<file path="config.mk">
export PLATFORM = sky130hd
export DESIGN_NAME = gb_frame_writer
export DESIGN_NICKNAME = d
export VERILOG_FILES = /design/src/rtl/gb_fb_pkg.sv /design/src/rtl/gb_fb_fifo.sv /design/src/rtl/gb_frame_writer.sv
export SDC_FILE = /design/constraint.sdc
export NUM_CORES = 1
export LEC_CHECK = 0
export CAP_MARGIN = 20
export CELL_PAD_IN_SITES_DETAIL_PLACEMENT = 1
export CELL_PAD_IN_SITES_GLOBAL_PLACEMENT = 2
export CORE_ASPECT_RATIO = 1.5
export CORE_MARGIN = 2
export CORE_UTILIZATION = 30
export CTS_CLUSTER_SIZE = 16
export DETAILED_ROUTE_END_ITERATION = 10
export HOLD_SLACK_MARGIN = 0.02
export PLACE_DENSITY_LB_ADDON = 0.1
export SYNTH_ARGS = -nofsm -noshare
export SYNTH_HDL_FRONTEND = slang
export SYNTH_HIERARCHICAL = 1
export SYNTH_SLANG_ARGS = --single-unit
export TNS_END_PERCENT = 10
</file>
<file path="constraint.sdc">
create_clock -name clk -period 7.4 [get_ports clk]
set_clock_uncertainty 0.05 [all_clocks]
set_input_delay 1.48 -clock clk [delete_from_list [all_inputs] [get_ports clk]]
set_output_delay 1.48 -clock clk [all_outputs]
set_load 0.01 [all_outputs]
</file>
<file path="src/rtl/gb_fb_pkg.sv">
// gb_fb_pkg: shared types and constants for the frame-buffer writer.
//   ppu_mode_t  : PPU mode encoding (same encoding the PPU drives on PPU_MODE)
//   wr_state_t  : writer sequencing state
//   fb_entry_t  : one queued frame-buffer write, {addr, data}
//   BYTES_PER_LINE, FB_BYTES, FB_AW : frame-buffer geometry
package gb_fb_pkg;

   typedef enum logic [1:0] {
      H_BLANK = 2'd0,
      V_BLANK = 2'd1,
      SCAN    = 2'd2,
      DRAW    = 2'd3
   } ppu_mode_t;

   typedef enum logic [1:0] {
      SYNC   = 2'd0,
      ACTIVE = 2'd1,
      DRAIN  = 2'd2
   } wr_state_t;

   localparam int BYTES_PER_LINE = 40;
   localparam int FB_BYTES       = 5760;
   // Byte address width that covers the whole buffer (13 bits).
   localparam int FB_AW          = $clog2(FB_BYTES);

   typedef struct packed {
      logic [FB_AW-1:0] addr;
      logic [7:0]       data;
   } fb_entry_t;

endpackage

</file>
<file path="src/rtl/gb_fb_fifo.sv">
// gb_fb_fifo: synchronous FIFO holding {addr, data} frame-buffer writes.
//   clk, rst : clock, synchronous active-high reset
//   push/din : enqueue din; ignored when full unless a pop happens the same cycle
//   pop      : dequeue head; ignored when empty
//   dout     : current head entry
//   full, empty, count : occupancy
// DEPTH must be a power of 2 (pointers wrap naturally), at least 2.
module gb_fb_fifo #(
   parameter int DEPTH = 4,
   parameter int W     = 21
) (
   input  logic                     clk,
   input  logic                     rst,
   input  logic                     push,
   input  logic [W-1:0]             din,
   input  logic                     pop,
   output logic [W-1:0]             dout,
   output logic                     full,
   output logic                     empty,
   output logic [$clog2(DEPTH):0]   count
);

   localparam int AW = $clog2(DEPTH);

   logic [W-1:0] mem [DEPTH];
   logic [AW:0]  wptr;
   logic [AW:0]  rptr;
   logic         do_push;
   logic         do_pop;

   // Pointers carry one extra wrap bit so full and empty are distinguishable.
   assign count   = wptr - rptr;
   assign empty   = (count == '0);
   assign full    = (count == (AW+1)'(DEPTH));
   assign do_pop  = pop && !empty;
   // A push into a full FIFO still lands when the head leaves this cycle.
   assign do_push = push && (!full || do_pop);
   assign dout    = mem[rptr[AW-1:0]];

   always_ff @(posedge clk) begin
      if (rst) begin
         wptr <= '0;
         rptr <= '0;
      end else begin
         if (do_push) wptr <= wptr + 1'b1;
         if (do_pop)  rptr <= rptr + 1'b1;
      end
   end

   always_ff @(posedge clk) begin
      if (do_push && !rst) mem[wptr[AW-1:0]] <= din;
   end

endmodule

</file>
<file path="src/rtl/gb_frame_writer.sv">
// gb_frame_writer: PPU pixel-stream sink that packs 2-bit shades four per
// byte and writes them into a 160x144 frame buffer through a valid/ready port.
//   clk, rst            : clock, synchronous active-high reset
//   PX_OUT, PX_valid    : pixel shade from the PPU and its qualifier
//   PPU_MODE            : 0=H_BLANK 1=V_BLANK 2=SCAN 3=DRAW
//   LCD_EN              : LCDC bit 7; a falling edge aborts the frame
//   BGP                 : palette, only used when GB_FB_PALETTE_EN is defined
//   FB_WR/FB_ADDR/FB_DATA/FB_READY : frame-buffer write port
//   FRAME_DONE          : one-cycle pulse when the frame's last byte is accepted
//   LINE_ERR, OVERFLOW  : sticky error flags, cleared only by rst
// Write handshake: FB_WR is valid, FB_READY is ready; a write is transferred
// on a cycle where both are 1, and FB_ADDR/FB_DATA hold while FB_WR=1 and
// FB_READY=0.
// Optional feature: define GB_FB_PALETTE_EN to remap each shade s through
// BGP[2s+1:2s] before packing; otherwise shades are packed raw.
// Writer state is visible on the internal signal `state`.
module gb_frame_writer
   import gb_fb_pkg::*;
#(
   parameter int FB_BASE    = 0,
   parameter int H_PIXELS   = 160,
   parameter int V_LINES    = 144,
   parameter int FIFO_DEPTH = 4
) (
   input  logic             clk,
   input  logic             rst,
   input  logic [1:0]       PX_OUT,
   input  logic             PX_valid,
   input  logic [1:0]       PPU_MODE,
   input  logic             LCD_EN,
   input  logic [7:0]       BGP,
   output logic             FB_WR,
   output logic [FB_AW-1:0] FB_ADDR,
   output logic [7:0]       FB_DATA,
   input  logic             FB_READY,
   output logic             FRAME_DONE,
   output logic             LINE_ERR,
   output logic             OVERFLOW
);

   localparam int CW = $clog2(FIFO_DEPTH) + 1;
   localparam logic [7:0] H_MAX  = 8'(H_PIXELS);
   localparam logic [7:0] V_LAST = 8'(V_LINES - 1);

   wr_state_t        state;
   wr_state_t        state_nx;
   ppu_mode_t        mode;
   ppu_mode_t        prev_mode;
   logic             prev_lcd;
   logic [7:0]       x;
   logic [7:0]       y;
   logic [5:0]       pack;
   logic [1:0]       pcnt;
   logic [1:0]       shade;
   logic             lcd_fall;
   logic             vsync_edge;
   logic             draw_px;
   logic             take_px;
   logic             line_end;
   logic             push_req;
   logic             pop;
   logic             fifo_full;
   logic             fifo_empty;
   logic [CW-1:0]    fifo_count;
   logic [FB_AW-1:0] addr_calc;
   fb_entry_t        push_entry;
   fb_entry_t        head;

   assign mode = ppu_mode_t'(PPU_MODE);

`ifdef GB_FB_PALETTE_EN
   assign shade = BGP[{PX_OUT, 1'b0} +: 2];
`else
   logic unused_bgp;
   assign unused_bgp = ^BGP;
   assign shade      = PX_OUT;
`endif

   assign lcd_fall   = prev_lcd && !LCD_EN;
   assign vsync_edge = (prev_mode == V_BLANK) && (mode == SCAN) && LCD_EN;
   assign draw_px    = (state == ACTIVE) && PX_valid && (mode == DRAW) && !lcd_fall;
   // Pixels past the end of the line are dropped (and flagged below).
   assign take_px    = draw_px && (x < H_MAX);
   assign line_end   = (state == ACTIVE) && (prev_mode == DRAW) && (mode == H_BLANK)
                       && !lcd_fall;

   // x is the pixel's own column for a full byte and the line's pixel count
   // for a trailing partial byte; both give the right byte column as x/4.
   assign addr_calc = FB_AW'(FB_BASE) + FB_AW'(y) * FB_AW'(BYTES_PER_LINE)
                      + FB_AW'(x[7:2]);

   always_comb begin
      push_req        = 1'b0;
      push_entry.addr = addr_calc;
      push_entry.data = {shade, pack};
      if (take_px && pcnt == 2'd3) begin
         push_req = 1'b1;
      end else if (line_end && pcnt != 2'd0) begin
         // Unused high slots of pack are already zero.
         push_req        = 1'b1;
         push_entry.data = {2'b00, pack};
      end
   end

   always_comb begin
      state_nx   = state;
      FRAME_DONE = 1'b0;
      if (lcd_fall) begin
         state_nx = SYNC;
      end else begin
         case (state)
            SYNC:   if (vsync_edge) state_nx = ACTIVE;
            ACTIVE: if (mode == V_BLANK || (line_end && y == V_LAST)) state_nx = DRAIN;
            DRAIN: begin
               if (fifo_empty || (pop && fifo_count == CW'(1))) begin
                  FRAME_DONE = 1'b1;
                  state_nx   = SYNC;
               end
            end
            default: state_nx = SYNC;
         endcase
      end
   end

   always_ff @(posedge clk) begin
      if (rst) begin
         state     <= SYNC;
         prev_mode <= H_BLANK;
         prev_lcd  <= 1'b0;
         x         <= '0;
         y         <= '0;
         pack      <= '0;
         pcnt      <= '0;
         LINE_ERR  <= 1'b0;
         OVERFLOW  <= 1'b0;
      end else begin
         state     <= state_nx;
         prev_mode <= mode;
         prev_lcd  <= LCD_EN;
         if (lcd_fall || (state == SYNC && vsync_edge)) begin
            x    <= '0;
            y    <= '0;
            pack <= '0;
            pcnt <= '0;
         end else if (take_px) begin
            x <= x + 8'd1;
            if (pcnt == 2'd3) begin
               pack <= '0;
               pcnt <= '0;
            end else begin
               case (pcnt)
                  2'd0:    pack[1:0] <= shade;
                  2'd1:    pack[3:2] <= shade;
                  default: pack[5:4] <= shade;
               endcase
               pcnt <= pcnt + 2'd1;
            end
         end else if (line_end) begin
            x    <= '0;
            y    <= y + 8'd1;
            pack <= '0;
            pcnt <= '0;
         end
         if ((draw_px && !take_px) || (line_end && x != H_MAX)) LINE_ERR <= 1'b1;
         if (push_req && fifo_full && !pop) OVERFLOW <= 1'b1;
      end
   end

   gb_fb_fifo #(
      .DEPTH (FIFO_DEPTH),
      .W     ($bits(fb_entry_t))
   ) u_fifo (
      .clk   (clk),
      .rst   (rst),
      .push  (push_req),
      .din   (push_entry),
      .pop   (pop),
      .dout  (head),
      .full  (fifo_full),
      .empty (fifo_empty),
      .count (fifo_count)
   );

   assign FB_WR   = !fifo_empty;
   assign pop     = FB_WR && FB_READY;
   // Head is forced to zero when idle so the port reads 0 out of reset.
   assign FB_ADDR = FB_WR ? head.addr : '0;
   assign FB_DATA = FB_WR ? head.data : '0;

endmodule

</file>
Yosys cells after proc, flatten, opt, wreduce, memory -nomap -nowiden
Memories as Yosys holds them, arrays and structs flattened. A register that Yosys moved wholly into a read port is not among the register bits. Cells that the tools add are included. Widths: inputs -> output; s select.

Register bits after elaboration: 37. Memory bits (writable): 84. Input bits: 17. Output and inout bits: 25. Logic and storage cells: 120. Memories: 1.

Memories: u_fifo.mem (words 4, width 21, read ports 1, clocked after Yosys merged registers in 1, wr ports 1, line gb_fb_fifo.sv:25) `logic [W-1:0] mem [DEPTH];`.

Add/sub/neg operators: 7. Multipliers: 1. $lt $le $gt $ge: 1. Equality and inequality tests: 19. Muxes and demuxes: 28. Bitwise logic cells: 1. Reduce and logical (&&, ||, !) cells: 49.

Operators with widths (number): $mux 8 (5); $logic_and 1x1->1 (23); $mux 2 (11); $mux 6 (3); $add 8x1->8 const B (2); $add 13x6->13 (1); $mux 13 (1); $eq 2x2->1 const B (5); $mul 8x3->10 const B (1); $eq 2x1->1 const B (4); $eq 8x8->1 const B (1); $lt 8x8->1 const B (1); $ne 8x8->1 const B (1); $reduce_and 2->1 (4); $logic_not 1->1 (7); $mux 1 (7); $add 3x1->3 const B (2); $logic_not 2->1 (3); $ne 3x1->1 const B (2); $pmux 2 s3 (1); $reduce_or 2->1 (3); $logic_or 1x1->1 (5); $ne 2x2->1 const B (2); $reduce_bool 2->1 (2); other kinds (9) (9).

Logic depth before layout (Yosys ltp)
Gate-level depths: netlist of run 1.

Depth in word-level cells: 11. Gate-level depth with buffers: 10. Depth with buffers taken out: 10.

Modules after synthesis
The synthesis of run 1 kept the hierarchy.

By module, submodules not included: gb_fb_fifo (instances 1, cells an instance 163, area an instance 3540.9 um2, seq. area each 2682.6 um2); gb_frame_writer (instances 1, cells an instance 266, area an instance 2265.9 um2, seq. area each 620.6 um2).

Worst setup path after synthesis of run 1
No wires, ideal clock.

Kind: input port to flip-flop. Start point: in PPU_MODE[1]. End point: mem u_fifo.mem[3][0], enable pin. Library setup time: 0.401 ns. Arrival time: 3.376 ns. Data required time: 6.949 ns. Slack: 3.573 ns. Stages: 5. Path buffers: 0. Cell sequence: and4bb_2 a32oi_1 nor3_1 o311a_1 nor2b_1.

Longest elaborated chain between the ends: 10. Elaborated cells on any way between the ends: 15. Those cells by class: eq/ne (1); mux (4); reduce/logical (10).

Ends and longest elaborated chain: start, declared (line gb_frame_writer.sv:29) `input logic [1:0] PPU_MODE,`; $logic_not 2->1 / $eq 2x2->1 (equally long branches) (line gb_frame_writer.sv:84, gb_frame_writer.sv:81); $logic_and 1x1->1 (on tied branches) (line gb_frame_writer.sv:84, gb_frame_writer.sv:81); $logic_and 1x1->1 (on tied branches) (line gb_frame_writer.sv:85, gb_frame_writer.sv:81); $logic_and 1x1->1 (on tied branches) (line gb_frame_writer.sv:98, gb_frame_writer.sv:83); $mux 1 / $logic_and 1x1->1 (equally long branches) (line gb_frame_writer.sv:98, gb_frame_writer.sv:96); $mux 1 * (line gb_frame_writer.sv:96) `if (take_px && pcnt == 2'd3) begin`; named net push_req (line gb_frame_writer.sv:60) `logic push_req;`; $logic_and 1x1->1 * (line gb_fb_fifo.sv:37) `assign do_push = push && (!full || do_pop);`; $logic_and 1x1->1 * (line gb_fb_fifo.sv:51) `if (do_push && !rst) mem[wptr[AW-1:0]] <= din;`; $mux 1 * (line gb_fb_fifo.sv:51); $mux 1 (not written as such) * (line gb_fb_fifo.sv:51); end, declared (line gb_fb_fifo.sv:25).

The timed path passes the listed nets; every way through them passes the cells marked *.

Final worst setup path of run 1
Start point: reg u_fifo.wptr[0]. End point: out FRAME_DONE.

Longest elaborated chain between the ends: 9. Elaborated cells on any way between the ends: 10. Those cells by class: add/sub (1); eq/ne (1); mux (3); reduce/logical (5).

Ends and longest elaborated chain: start, declared (line gb_fb_fifo.sv:26) `logic [AW:0] wptr;`; start signal, assigned (line gb_fb_fifo.sv:45) `if (do_push) wptr <= wptr + 1'b1;`; $sub 3x3->3 * (line gb_fb_fifo.sv:32) `assign count = wptr - rptr;`; named net fifo_count[2] (line gb_frame_writer.sv:64) `logic [CW-1:0] fifo_count;`; $logic_not 3->1 * (line gb_fb_fifo.sv:33) `assign empty = (count == '0);`; named net fifo_empty (line gb_frame_writer.sv:63) `logic fifo_empty;`; $logic_not 1->1 (line gb_frame_writer.sv:184) `assign FB_WR = !fifo_empty;`; $logic_and 1x1->1 (line gb_frame_writer.sv:185) `assign pop = FB_WR && FB_READY;`; $logic_and 1x1->1 (line gb_frame_writer.sv:115) `if (fifo_empty || (pop && fifo_count == CW'(1))) begin`; $logic_or 1x1->1 * (line gb_frame_writer.sv:115); $mux 1 * (line gb_frame_writer.sv:115); $mux 1 * (line gb_frame_writer.sv:111) `case (state)`; $mux 1 * (line gb_frame_writer.sv:108) `if (lcd_fall) begin`; end, declared (line gb_frame_writer.sv:36) `output logic FRAME_DONE,`.

Marked as above.

==> results.toml, run 1 <==
[outcome]
status = "complete, no violations"

[synthesis]
synth_cell_types = 67
syn_area_sq_um = 5810
synth-main-ff-cell = "edfxtp_1"
ys_ff_latch = 123
syn_nets = 476
synthCells = 429
yosysWarningCount = 6
synth_edf_count = 84
synth_area_per_cell_sq_um = 13.5
yosysSeqAreaShare = 0.569
synth_async_sr_flop_share = 0

[floorplanning]
die_h_um = 174
initial_core_util = 0.304
pin_count = 42
die_w_um = 118
die_area_sq_um = 20500
rows = 62
core_sq_um = 19100

[sta]
setup_viol = 0
slew_headroom = 0.378
post-route-min-period_ns = 5.04
fmax_mhz = 198
hold_viol_final = 0
final_max_slew_viol_count = 0
setup_tns_ns = 0
rsz0062_at_grt = "false"
min_period_over_period = 0.681
whs_ns = 0.451
tightest_slew_ns = 0.930

[min_path]
holdCritPathClass = "reg -> reg"
holdPathEnd = "OVERFLOW$_SDFFE_PP0P_"
hold_path_startpoint = "OVERFLOW$_SDFFE_PP0P_"
holdPathStages = 2

[flow_run]
maxCapViolCount = 0

[clock_tree]
cts_tree = "done"
clk_pin_slew_ns = 0.06
ctsRootBufferMaster = "clkbuf_16"
htree_levels = 4
cts_made_buffers = 17
cts.sinks = 123
post_cts_buffers = 0
clockBufferDepth = 2
insertion_delay_ns = 0.41
cts.repair.resized = 0
hold_buffers = 0

[power_and_ir_drop]
cellPowerDensity_nw_per_um2 = 225
ir_drop_mv = 0.0910
leakage_nw = 2.51

[critical_path]
cp_top_family = "buffers and inverters"
critPathBufInv = 4
cp_max_fo = 24
worst_path_max_delay_cell = "clkdlybuf4s50_1"
max_stage_delay_ns = 0.63
r2r-start = "u_fifo/wptr[0]$_SDFFE_PP0P_"
reg2reg_slack_ns = 4.03
crit_path_cell_trace = "inv_1 -> ha_1 -> fa_1 -> xnor3_1 -> inv_1 -> nor2_2 -> buf_4 -> nor2_1 -> nor4b_1 -> clkdlybuf4s50_1"
crit_type = "reg -> out"
arrival_ns = 3.51
critPathCaptureType = "primary output"
crit_path_start = "u_fifo/wptr[0]$_SDFFE_PP0P_"
cpMostUsedCell = "inv_1"
r2r.worst_path.cells = 11
start_kind = "flip-flop"
worst_ep_required_time_ns = 5.87
reg2reg_to = "u_fifo/mem[3][16]$_DFFE_PP_"

[global_routing]
grtUsageTotal = 0.134
grt_pass1_wl_um = 21000
grt_pass1_vias = 3909
antenna_found_initial = 0
grt_remaining_overflow = 0
grt_max_degree = 25

[finish]
drive_gt1_frac = 0.165
syn_to_final_growth_pct = 21.6
fill_cells = 2050
antenna_cells = 0
nets = 524
ff_latch_area_sq_um = 3300
multi_input_area_sq_um = 2390

[placed_design]
gp_congestion = 0.737
dpl.hpwl_um = 8980
io_buffer_count = 33

[detailed_routing]
finalWirelength_um = 12900
antenna_left = 0
routed-via-count = 3526
wire_per_inst_um = 17.3
drc_errors = 0
drt_iter0_markers = 125
firstDrtPassIters = 3
via_per_inst = 4.73
power by group:
| part | internal (W) | switching (W) | leakage [nW] |
|---|---|---|---|
| Sequential | 0.000727 | 0.000000703 | 1.13 |
| Clock | 0.000531 | 0.000309 | 0.287 |
| Combinational | 0.00000760 | 0.0000118 | 1.09 |
cells in the final DEF, fill, tap and decap left out, types with 3 or more instances in the layout:
cell	Yosys	routed
edfxtp_1	84	84
dfxtp_1	39	39
nor2_1	35	34
clkdlybuf4s50_1	0	33
nor2b_1	33	32
ha_1	27	27
mux4_2	21	21
inv_1	18	18
a21oi_1	17	17
nand2_1	17	17
clkbuf_16	0	17
xnor2_1	13	13
nand3_1	12	12
o21ai_0	8	8
buf_4	0	7
xor2_1	6	6
nand2b_1	6	6
nor3_1	5	5
and3_1	4	4
mux2i_1	4	4
o21a_1	3	3
a21boi_0	3	3
or3_1	3	3
fa_1	3	3
clkinv_4	0	3
bufinv_16	0	3
clkinvlp_4	0	3
clkinv_2	0	3
mux2_2	3	3
cell usage after synthesis (6+ instances only):
master	count	area, sq um
edfxtp_1	84	2520
dfxtp_1	39	781
nor2_1	35	131
nor2b_1	33	206
ha_1	27	338
mux4_2	21	473
inv_1	18	67.6
a21oi_1	17	85.1
nand2_1	17	63.8
xnor2_1	13	114
nand3_1	12	60.1
o21ai_0	8	40.0
nand2b_1	6	37.5
xor2_1	6	52.6
tightest hold or removal path: cells and delay by family (launching register included):
family             cells  cell delay [ns]
AOI/OAI and AO/OA      1             0.05
DFF                    1             0.34
and+or+nand+nor        1             0.08
stage by stage:
step | setup WS [ns] | power [W] | std cells | utilization | area, sq um
2_1_floorplan | 3.57 | 0.000752 | 429 | - | 5810
3_5_place_dp | 2.37 | 0.000763 | 714 | 0.339 | 6460
6_report | 2.36 | 0.00159 | 746 | 0.370 | 7060
4_1_cts | 2.25 | 0.00161 | 746 | 0.370 | 7060
5_1_grt | 2.05 | 0.00164 | 746 | 0.370 | 7060
3_3_place_gp | 2.33 | 0.000762 | 714 | 0.339 | 6460
layout make-up:
type / count / share of cell area
Sequential cell: 123 / 0.468
Timing Repair Buffer: 40 / 0.0542
Multi-Input combinational cell: 277 / 0.338
Inverter: 18 / 0.00957
Tap cell: 256 / 0.0454
Clock buffer: 18 / 0.0608
Clock inverter: 14 / 0.0243
state kept, by name, indices dropped and copies added (netlist names), named ones only:
name / flops
LINE_ERR: 1
OVERFLOW: 1
pack: 6
pcnt: 2
prev_lcd: 1
prev_mode: 2
state: 2
u_fifo/mem: 84
u_fifo/rptr: 3
u_fifo/wptr: 3
x: 8
y: 8
routing by layer:
metal	share of wire	GRT usage	vias up	wire length, um
li1	-	-	1705	-
met1	0.42	0.148	1775	5480
met2	0.54	0.251	32	6970
met3	0.019	0.0249	14	249
met4	0.015	0.0542	0	199
met5	0	0	-	0
cell families after synthesis:
| group | Yosys count | share of synthesized area |
|---|---|---|
| and+or+nand+nor | 145 | 0.151 |
| DFF | 123 | 0.569 |
| AOI/OAI and AO/OA | 51 | 0.0577 |
| muxes | 31 | 0.101 |
| adders and majority gates | 30 | 0.0685 |
| buffers and inverters | 29 | 0.0211 |
| xor gates and xnor gates | 20 | 0.0325 |
how the worst max path moves through the flow:
| stage | to | slack (ns) | cells past startpoint |
|---|---|---|---|
| 2_1_floorplan | u_fifo/mem[3][0]$_DFFE_PP_ | 3.57 | 5 |
| 3_3_place_gp | FRAME_DONE | 2.33 | 5 |
| 3_5_place_dp | FRAME_DONE | 2.37 | 5 |
| 4_1_cts | FRAME_DONE | 2.25 | 10 |
| 5_1_grt | FRAME_DONE | 2.05 | 10 |
| 6_report | FRAME_DONE | 2.36 | 10 |
Power figures use the tool's default switching activity.
==> run 2, diff against run 1 <==
==> constraint.sdc (replaced) <==
create_clock -name clk -period 4.7 [get_ports clk]
set_clock_uncertainty 0.05 [all_clocks]
set_input_delay 0.94 -clock clk [delete_from_list [all_inputs] [get_ports clk]]
set_output_delay 0.94 -clock clk [all_outputs]
set_load 0.01 [all_outputs]
==> run 2 against run 1 <==
Combinational power rose by 59%; die area did not move; cell count rose by 0.13%; count of clock-buffer cells in the layout stayed put; worst hold slack lost 0.0086 ns; design area hardly changed; sequential share of layout area about the same; non-clock buffer count rose by 1; critical path type unchanged; setup slack lost 2.0 ns; sequential power up 58%.
==> results.toml, run 2 (synthesis results as in run 1) <==
[outcome]
status = "complete, no violations"

[critical_path]
cp_top_family = "buffers and inverters"
endpoint = "FRAME_DONE"
start_kind = "flip-flop"
arrival_ns = 3.36
reg2reg_slack_ns = 1.29
cpMostUsedCell = "inv_1"
crit_type = "reg -> out"
cp_max_fo = 5
critPathCaptureType = "primary output"
critPathBufInv = 3
reg2reg_to = "u_fifo/mem[3][13]$_DFFE_PP_"
r2r-start = "u_fifo/wptr[0]$_SDFFE_PP0P_"
r2r.worst_path.cells = 11
crit_cells = 9
crit_path_cell_trace = "inv_1 -> ha_1 -> fa_1 -> xnor3_1 -> inv_1 -> nor4bb_1 -> nor2_1 -> nor4b_1 -> clkdlybuf4s50_1"
max_stage_delay_ns = 0.63
worst_ep_required_time_ns = 3.71
worst_path_max_delay_cell = "clkdlybuf4s50_1"
crit_path_start = "u_fifo/wptr[0]$_SDFFE_PP0P_"

[global_routing]
antenna_found_initial = 0
grt_pass1_vias = 3852
grt_pass1_wl_um = 20400
grtUsageTotal = 0.131
grt_max_degree = 24
grt_remaining_overflow = 0

[detailed_routing]
via_per_inst = 4.65
wire_per_inst_um = 17.0
drt_iter0_markers = 91
finalWirelength_um = 12700
drc_errors = 0
antenna_left = 0
routed-via-count = 3476
firstDrtPassIters = 4

[floorplanning]
die_h_um = 174
pin_count = 42
die_w_um = 118
rows = 62
core_sq_um = 19100
die_area_sq_um = 20500
initial_core_util = 0.304

[sta]
slew_headroom = 0.461
post-route-min-period_ns = 4.35
rsz0062_at_grt = "false"
setup_viol = 0
hold_viol_final = 0
setup_tns_ns = 0
fmax_mhz = 230
min_period_over_period = 0.926
tightest_slew_ns = 0.806
final_max_slew_viol_count = 0

[flow_run]
maxCapViolCount = 0

[clock_tree]
cts.repair.resized = 0
clockBufferDepth = 2
insertion_delay_ns = 0.41
htree_levels = 4
hold_buffers = 0
post_cts_buffers = 0
cts_tree = "done"
cts_made_buffers = 17
cts.sinks = 123
clk_pin_slew_ns = 0.06
ctsRootBufferMaster = "clkbuf_16"

[power_and_ir_drop]
cellPowerDensity_nw_per_um2 = 350
p_total_w = 0.00247
ir_drop_mv = 0.160
leakage_nw = 2.46

[min_path]
holdCritPathClass = "reg -> reg"

[finish]
drive_gt1_frac = 0.167
fill_cells = 2021
utilization = 0.370
antenna_cells = 0
syn_to_final_growth_pct = 21.5
nets = 525
final_cell_mix = "84 x edfxtp_1, 39 x dfxtp_1, 34 x nor2_1"
ff_latch_area_sq_um = 3300
largest_reg_flops = 84
layout_commonest_cell = "edfxtp_1"
multi_input_area_sq_um = 2390

[placed_design]
io_buffer_count = 33
gp_congestion = 0.729
dpl.hpwl_um = 8860
==> run 2: worst min path at each step <==
stage,startpoint,endpoint,slack (ns),depth (start not counted)
finish,LINE_ERR$_SDFFE_PP0P_,LINE_ERR$_SDFFE_PP0P_,0.44,2
global route,LINE_ERR$_SDFFE_PP0P_,LINE_ERR$_SDFFE_PP0P_,0.48,2
CTS,pcnt[1]$_SDFFE_PP0P_,pcnt[1]$_SDFFE_PP0P_,0.45,2
detailed placement,LINE_ERR$_SDFFE_PP0P_,LINE_ERR$_SDFFE_PP0P_,0.44,2
global placement,LINE_ERR$_SDFFE_PP0P_,LINE_ERR$_SDFFE_PP0P_,0.41,2
floorplan,pack[0]$_SDFFE_PP0P_,u_fifo/mem[0][0]$_DFFE_PP_,0.40,0
==> run 2: tightest hold or removal path: stages (launching register included) <==
cell and delay [ns]:
dfxtp_1 0.33, a21oi_1 0.05, nor2_1 0.07
==> run 2: cell type report <==
class | instances | share of cell area
sequential | 123 | 0.468
multi-input combinational | 277 | 0.338
clock buffer | 18 | 0.0608
timing repair buffer | 41 | 0.0553
tap | 256 | 0.0454
clock inverter | 14 | 0.0227
inverter | 18 | 0.00957
==> run 2: metrics by stage <==
stage	std cells	hold slack (ns)	instance area [sq um]	setup WS [ns]
after floorplan	429	0.404	5810	1.30
after global placement	715	0.413	6470	0.700
after detailed placement	715	0.440	6470	0.714
after CTS	747	0.452	7060	0.264
after global routing	747	0.482	7060	0.102
final	747	0.443	7060	0.347
==> run 2: layer usage <==
layer  up-vias  track usage  share of wire
li1       1701            -              -
met1      1734        0.143           0.42
met2        28        0.246           0.54
met3        13       0.0276          0.017
met4         0       0.0497          0.015
met5         -            0              0
==> run 2: power breakdown <==
part	switching, W	total, W	internal, W
clock	0.000503	0.00129	0.000791
combinational	0.0000185	0.0000309	0.0000124
sequential	0.00000114	0.00115	0.00114
total	0.000522	0.00247	0.00195
==> RTL change: new RTL, flow settings as in run 2 <==
`FB_BYTES`: 5760 -> 1440.
--- a/src/rtl/gb_fb_pkg.sv
+++ b/src/rtl/gb_fb_pkg.sv
@@ -21,3 +21,3 @@
    localparam int BYTES_PER_LINE = 40;
-   localparam int FB_BYTES       = 5760;
+   localparam int FB_BYTES       = 1440;
    // Byte address width that covers the whole buffer (13 bits).
Interface: changed (resized FB_ADDR); port bits go from 42 to 40. No check against the original RTL was run, so the function may have changed too.
==> RTL change against run 2 <==
- clock power increased by 6%
- cell count is 9.1% lower
- synthesized area shrank 7.0%
- worst setup slack gained 0.15 ns
- sequential power decreased by 7%
- final area is 6.5% lower
- power increased by 0.12%
- routed wire length shrank 2.9%
- first-iteration DRC count grew 5.5%
- non-clock buffer count fell by 1
- utilization grew 0.11 points
- sequential cell count decreased by 8
- largest cell class unchanged
==> RTL change: results (changes against run 2) <==
[synthesis]
yosysSeqAreaShare = 0.567  ; was 0.569
netlist_top_cells_area = edfxtp_1, dfxtp_1, mux4_2  ; unchanged
synth_fp_nets = 448  ; was 476
avgSynthCellArea_um2 = 13.4  ; was 13.5 µm²
synth_edf_count = 76  ; was 84
async_reset_ff_frac = 0  ; unchanged
synth.top_cells.by_count = edfxtp_1, dfxtp_1, nor2b_1  ; was edfxtp_1, dfxtp_1, nor2_1
yosysWarningCount = 6  ; unchanged
synth_cell_types = 60  ; was 67

[final_layout]
fin_nets = 493  ; was 525
final_cells = 679  ; was 747
fill_cells = 1866  ; was 2,021
drive_above_1_share = 0.156  ; was 0.167
diodes = 0  ; unchanged
largest_reg_flops = 76  ; was 84

[run_status]
outcome = finished, final reports clean  ; unchanged

[place]
gp_congestion = 0.718  ; was 0.729
place_hpwl_um = 8570  ; was 8860 µm
dp.cells = 647  ; was 715
dp_slack_ns = 0.905  ; was 0.714 ns
io_buffers = 31  ; was 33

[setup_path]
cp.arrival_ns = 3.21  ; was 3.36 ns
crit_path_max_fanout = 5  ; unchanged
slowest_delay_ns = 0.57  ; was 0.63 ns
cp_top_family = buffers and inverters  ; unchanged
critical-path-slowest-cell = clkdlybuf4s50_1  ; unchanged

[clock_network]
cts_buffers = 17  ; unchanged
cts_resized = 0  ; unchanged
root_buffer = clkbuf_16  ; unchanged
clockBufferDepth = 2  ; unchanged
postCtsSetupBuffers = 0  ; unchanged
clock_latency_ns = 0.41  ; about the same
clkTransAtPathRegs_ns = 0.06  ; about the same
htree_levels = 4  ; unchanged

[detailed_routing]
wl_per_cell_um = 18.1  ; was 17.0 µm
via_count = 3402  ; was 3,476
first_pass_iters = 4  ; unchanged
drtIter0Drc = 96  ; was 91

[global_route]
grt_max_degree = 22  ; was 24
grt_pass1_vias = 3787  ; was 3,852
grt_usage = 0.140  ; was 0.131
antenna_found_initial = 0  ; unchanged
grt_first_pass_wirelength_um = 20500  ; was 20,400 µm

[hold_path]
hp-class = flip-flop to flip-flop  ; unchanged

[power_and_ir_drop]
leakagePower_nw = 2.39  ; was 2.46 nW
ir_drop_v = 0.000204  ; was 0.000160 V

[timing]
relSlewSlack = 0.295  ; was 0.461

-- RTL change: changes by cell type in the layout (fill, tap and decap cells not counted), sizes merged, moves of 4 or more --
cell,before,now
nor2,35,24
edfxtp,84,76
nand3,13,21
o21ai,11,4
nand4,3,9
xnor2,13,7
clkinvlp,6,1
inv,24,20
nand2,17,13
nor3b,4,0
-- RTL change: area by class of cell --
class                   count  area share
clock inverters            15      0.0294
inverters                  12     0.00683
multi-input cells         263       0.337
well taps                 217      0.0411
flip-flops and latches    115       0.464
repair buffers             40      0.0573
clock buffers              17      0.0645
-- RTL change: report_power, final --
part	leakage, nW	total (mW)	switching, mW	internal, mW
logic	1.02	0.0364	0.0223	0.0141
registers	1.07	1.07	0.00101	1.07
clock network	0.301	1.37	0.517	0.851
-- RTL change: metal layers --
layer | GRT usage | part of all wire
met1 | 0.168 | 0.45
met2 | 0.248 | 0.52
met3 | 0.0302 | 0.019
met4 | 0.0445 | 0.011
met5 | 0 | 0
-- RTL change: path summary, 6_finish.rpt --
kind	from	end	slack (ns)	depth (start not counted)
worst max-delay path	u_fifo/wptr[0]	FRAME_DONE	0.50	9
worst min-delay path	OVERFLOW	OVERFLOW	0.43	2
worst max register to register	u_fifo/wptr[0]	u_fifo/mem[3][13]	1.31	11
worst min register to register	OVERFLOW	OVERFLOW	0.43	2
-- RTL change: kinds of logic (layout without fill, tap and decap cells) --
| kind of cell | after synthesis | count (layout) | synth area share |
|---|---|---|---|
| simple gates | 143 | 143 | 0.156 |
| flops | 115 | 115 | 0.567 |
| compound gates | 47 | 47 | 0.0591 |
| mux | 30 | 30 | 0.102 |
| fa+ha+maj | 27 | 27 | 0.0667 |
| buf+inv | 26 | 84 | 0.0211 |
| xor+xnor | 16 | 16 | 0.0285 |
-- RTL change: worst reg2reg max path, cell delays in order, from the launching register on --
cell and delay, ns:
dfxtp_1 0.38, inv_1 0.11, ha_1 0.23, fa_1 0.40, xnor3_1 0.28, inv_1 0.16, nor2_1 0.08, buf_4 0.22
nor2b_1 0.40, o311a_1 0.29, nor2b_1 0.14, buf_4 0.32
-- RTL change: per-stage QoR --
step                hold slack, ns  area, µm²
detailed placement           0.437       5980
finish                       0.430       6600
floorplan                    0.410       5400
global placement             0.425       5980
global route                 0.481       6600
CTS                          0.450       6600
